File: config.mk
export PLATFORM = sky130hd
export DESIGN_NAME = mem_port_arbiter
export DESIGN_NICKNAME = d
export VERILOG_FILES = /design/src/rtl/mem_port_arbiter.sv
export SDC_FILE = /design/constraint.sdc
export NUM_CORES = 1
export LEC_CHECK = 0
export ABC_CLOCK_PERIOD_IN_PS = 3100
export CAP_MARGIN = 5
export CORE_AREA = 10 10 151 97
export DETAILED_ROUTE_END_ITERATION = 8
export DIE_AREA = 0 0 161 107
export HOLD_SLACK_MARGIN = 0.05
export PLACE_DENSITY = 0.65
export SYNTH_ARGS = -nofsm -noshare
export SYNTH_HDL_FRONTEND = slang
export SYNTH_SLANG_ARGS = --single-unit
export TNS_END_PERCENT = 30
File: constraint.sdc
create_clock -name clk -period 3.1 [get_ports clk]
set_clock_uncertainty 0.05 [all_clocks]
set_input_delay 0.31 -clock clk [delete_from_list [all_inputs] [get_ports clk]]
set_output_delay 0.31 -clock clk [all_outputs]
set_load 0.02 [all_outputs]
File: src/rtl/mem_port_arbiter.sv
// Round-robin arbiter sharing one data-memory load/store port among NCORES cores.
// Optional build macro ARB_STORE_PRIORITY_EN: eligible stores win over eligible loads.
module mem_port_arbiter #(
  parameter int NCORES = 4,
  parameter int LD_LAT = 2,
  parameter int AW     = 16,
  parameter int DW     = 16
) (
  input  logic                 clk,
  input  logic                 rst_n,
  input  logic [NCORES-1:0]    req_ld,
  input  logic [NCORES-1:0]    req_st,
  input  logic [NCORES*AW-1:0] req_addr,
  input  logic [NCORES*DW-1:0] req_data,
  output logic [NCORES-1:0]    gnt,
  output logic [NCORES-1:0]    rsp_valid,
  output logic [DW-1:0]        rsp_data,
  input  logic                 mem_ready,
  output logic                 mem_ld_en,
  output logic                 mem_st_en,
  output logic [AW-1:0]        mem_addr,
  output logic [DW-1:0]        mem_st_data,
  input  logic [DW-1:0]        mem_ld_data
);

  localparam int IW = (NCORES > 1) ? $clog2(NCORES) : 1;

  logic [NCORES-1:0] elig;
  logic [NCORES-1:0] cand;
  logic [IW-1:0]     rr_ptr;
  logic [IW-1:0]     win;
  logic [IW-1:0]     idx;
  logic [IW-1:0]     rr_next;
  logic [IW-1:0]     ld_own;
  logic              found;
  logic              issue;
  logic [NCORES-1:0] gnt_nx;
  logic [AW-1:0]     sel_addr;
  logic [DW-1:0]     sel_data;
  logic              sel_ld;
  logic              sel_st;
  logic [LD_LAT-1:0] vld_p;
  logic [IW-1:0]     own_p [LD_LAT];

  // The core granted last cycle is masked so it cannot re-issue while it drops its request.
  assign elig = (req_ld | req_st) & ~gnt;

`ifdef ARB_STORE_PRIORITY_EN
  assign cand = (|(elig & req_st)) ? (elig & req_st) : elig;
`else
  assign cand = elig;
`endif

  always_comb begin
    found = 1'b0;
    win   = '0;
    idx   = '0;
    for (int k = 0; k < NCORES; k++) begin
      idx = IW'((int'(rr_ptr) + k) % NCORES);
      if (!found && cand[idx]) begin
        found = 1'b1;
        win   = idx;
      end
    end
  end

  assign issue   = found & mem_ready;
  assign rr_next = (int'(win) == NCORES - 1) ? '0 : win + IW'(1);

  always_comb begin
    gnt_nx   = '0;
    sel_addr = '0;
    sel_data = '0;
    sel_ld   = 1'b0;
    sel_st   = 1'b0;
    for (int i = 0; i < NCORES; i++) begin
      if (win == IW'(i)) begin
        gnt_nx[i] = issue;
        sel_addr  = req_addr[i*AW +: AW];
        sel_data  = req_data[i*DW +: DW];
        sel_ld    = req_ld[i];
        sel_st    = req_st[i];
      end
    end
  end

  // Issue stage: registered grant and memory request.
  always_ff @(posedge clk or negedge rst_n) begin
    if (!rst_n) begin
      gnt         <= '0;
      mem_ld_en   <= 1'b0;
      mem_st_en   <= 1'b0;
      mem_addr    <= '0;
      mem_st_data <= '0;
      rr_ptr      <= '0;
      ld_own      <= '0;
    end else begin
      gnt <= gnt_nx;
      if (issue) begin
        mem_addr    <= sel_addr;
        mem_st_data <= sel_data;
        mem_st_en   <= sel_st;
        mem_ld_en   <= sel_ld & ~sel_st;
        rr_ptr      <= rr_next;
        ld_own      <= win;
      end else begin
        mem_ld_en <= 1'b0;
        mem_st_en <= 1'b0;
      end
    end
  end

  // Return stage: owner pipeline aligned with the memory's fixed load latency.
  always_ff @(posedge clk or negedge rst_n) begin
    if (!rst_n) begin
      vld_p <= '0;
      for (int i = 0; i < LD_LAT; i++) own_p[i] <= '0;
    end else begin
      vld_p[0] <= mem_ld_en;
      own_p[0] <= ld_own;
      for (int i = 1; i < LD_LAT; i++) begin
        vld_p[i] <= vld_p[i-1];
        own_p[i] <= own_p[i-1];
      end
    end
  end

  always_comb begin
    rsp_valid = '0;
    rsp_data  = '0;
    if (vld_p[LD_LAT-1]) begin
      rsp_data = mem_ld_data;
      for (int i = 0; i < NCORES; i++) rsp_valid[i] = (own_p[LD_LAT-1] == IW'(i));
    end
  end

endmodule

==> impl_metrics.toml, run 1 <==
[timing]
fin_crit_sh = 0.902
hold_viol_final = 0
rsz0062_at_grt = "false"
relSlewSlack = 0.258
worstMarginPinSlew_ps = 1110
max_freq_mhz = 358
finalSetupViolations = 0
final.min_clock_period_ps = 2800
tns_ps = 0
maxSlewViolCount = 0

[clock_network]
cts_sinks = 48
postCtsHoldBufs = 0
clockBufferDepth = 2
post_cts_buffers = 0
insertion_delay_ps = 280
cts_root_buf = "clkbuf_16"
htreeDepth = 2
numCtsBuffers = 5
post_cts_resized = 0
clk_pin_slew_ps = 60
cts_tree = "built"

[critical_path]
required_ps = 3210
cp-start-kind = "primary input"
cp-end-kind = "register"
crit_type = "primary input to register"
ff2ff_path_depth = 10
worstPathMaxFanout = 30
arrival_ps = 2910

[placement]
io_buffers = 212
dp.final_hpwl_mm = 10.7
place_area_mm2 = 0.00529
gp_congestion = 0.923

[die]
die_height_um = 107
io_pins = 213
rows = 31
die_area_mm2 = 0.0172
core_area_mm2 = 0.0119
die_width_um = 161
start_util = 0.247

[cells_and_area]
final_area_mm2 = 0.00543
finalNetCount = 678
diodes = 0
layout.area.seq_mm2 = 0.00120
area_growth_pct = 85.4
fill_cells = 1103
drive_above_1_share = 0.0615
multi_input_area_mm2 = 0.00158

[route]
initialDrtViolationCount = 181
drcViolationCount = 0
ant_nets = 0
vias_per_cell = 4.94
routedWlPerCell_um = 19.8
drt_wl_total_mm = 13.5
vias = 3385
first_pass_iters = 5

[synth]
syn_nets = 474
netlist_top_cells_area = "dfrtp_1 41%, a221o_1 11%, o21a_1 8.7%"
synth_seq_cells = 48
syn_area_per_cell_um2 = 9.30
ys_seq_area_frac = 0.410
synth_top_cell_by_area = "dfrtp_1"
ys_types = 30
synthCells = 315
yosysWarnings = 0
synth_top_area_share = 0.410
syn_area_mm2 = 0.00293

[status]
status = "completed"

[worst_hold_path]
hold_class = "primary input to async pin"

[pwr]
p_leak_uw = 0.00215
power_density_mw_per_mm2 = 1040
ir_drop_mv = 0.486

[grt]
antenna_found_initial = 0
grt_overflow = 0
grt.total_usage = 0.148
grt_max_degree = 49
grt_pass1_wl_mm = 20.5
grt_pass1_vias = 3513

[run]
maxCapViolations = 0
## final timing paths
path | startpoint | end | slack, ps
setup / recovery | req_st[0] | mem_addr[14] | 300
hold / removal | rst_n | gnt[3] | 170
setup reg to reg | gnt[1] | mem_addr[14] | 410
hold reg to reg | vld_p[0] | vld_p[1] | 300
max in group asynchronous | rst_n | mem_addr[13] | 2120
min in group clk | vld_p[0] | vld_p[1] | 300
## stage by stage
stage	power (uW)	hold WS, ps	util	setup WS (ps)	cells
2_1_floorplan	3510	-35.6	-	452	315
3_3_place_gp	5030	282	0.445	123	677
3_5_place_dp	5130	288	0.445	35.5	677
4_1_cts	5710	229	0.458	338	685
5_1_grt	6090	274	0.458	134	685
6_report	5640	174	0.458	303	685
## worst max-delay path, cell delays in order
cell	delay [ps]
clkdlybuf4s50_1	460
o21bai_1	310
o22ai_1	110
o21ai_0	300
nand3_1	180
ha_1	360
buf_12	220
a21oi_1	140
o21ai_0	190
a22oi_1	200
o21ai_0	90
## kinds of logic after synthesis
| logic type | synth area share |
|---|---|
| DFF | 0.410 |
| buffers and inverters | 0.0500 |
| adders and majority gates | 0.0171 |
| AOI/OAI and AO/OA | 0.402 |
| and+or+nand+nor | 0.121 |
## power breakdown
group	total, uW	switching, uW	internal (uW)
registers	1090	178	911
clock network	545	223	322
logic	4010	2040	1970
total	5640	2440	3210
## cell usage in the layout (no fill, tap or decap), types with 4 or more instances in the layout
cell             instances
a221o_1                 33
a22oi_1                 33
and2_1                  20
buf_4                   14
clkbuf_16                5
clkdlybuf4s50_1        211
dfrtp_1                 48
ha_1                     4
nand2_1                 39
nor2_1                   7
o21a_1                  34
o21ai_0                 34
o21ba_2                  4
## per-layer routing
layer  GRT usage  wire, um  part of all wire  vias to the layer above
li1            -         -                 -                     1604
met1       0.190      6230              0.46                     1602
met2       0.229      5800              0.43                      175
met3      0.0646      1430              0.11                        4
met4      0.0246        70            0.0052                        0
met5           0         0                 0                        -
## cell type report
class,count,area share
well taps,165,0.0380
inverters,3,0.00207
multi-input cells,232,0.292
flip-flops and latches,48,0.221
repair buffers,229,0.420
clock buffers,8,0.0270
## sequential cells by signal, summed over array words and instances (netlist names)
name,cells
ld_own,2
mem_st_en,1
gnt,4
mem_ld_en,1
rr_ptr,2
vld_p,2
mem_st_data,16
own_p,4
mem_addr,16
## synth_stat cells
cell and instances:
a21oi_1 3, a221o_1 33, a22o_1 2, a22oi_1 33
a31o_2 2, and2_1 20, and3_1 3, and3b_1 1
buf_1 1, buf_2 9, buf_4 1, clkbuf_1 21
clkinv_1 2, dfrtp_1 48, ha_1 4, inv_1 1
nand2_1 39, nand3_1 3, nor2_1 7, nor2b_1 1
nor3b_1 1, o211ai_1 1, o21a_1 34, o21ai_0 34
o21ba_2 4, o21bai_1 3, o221ai_1 1, o22ai_1 1
o41a_1 1, o41ai_4 1
No activity file was read; power rests on OpenSTA's default activity.
==> inputs of run 2 (changes only) <==
--- a/config.mk
+++ b/config.mk
@@ -12,6 +12,7 @@
 export DIE_AREA = 0 0 161 107
 export HOLD_SLACK_MARGIN = 0.05
 export PLACE_DENSITY = 0.65
+export SLEW_MARGIN = 0
 export SYNTH_ARGS = -nofsm -noshare
 export SYNTH_HDL_FRONTEND = slang
 export SYNTH_SLANG_ARGS = --single-unit
==> results of run 2 <==
Final layout, timing and power as in run 1 (identical DEF).
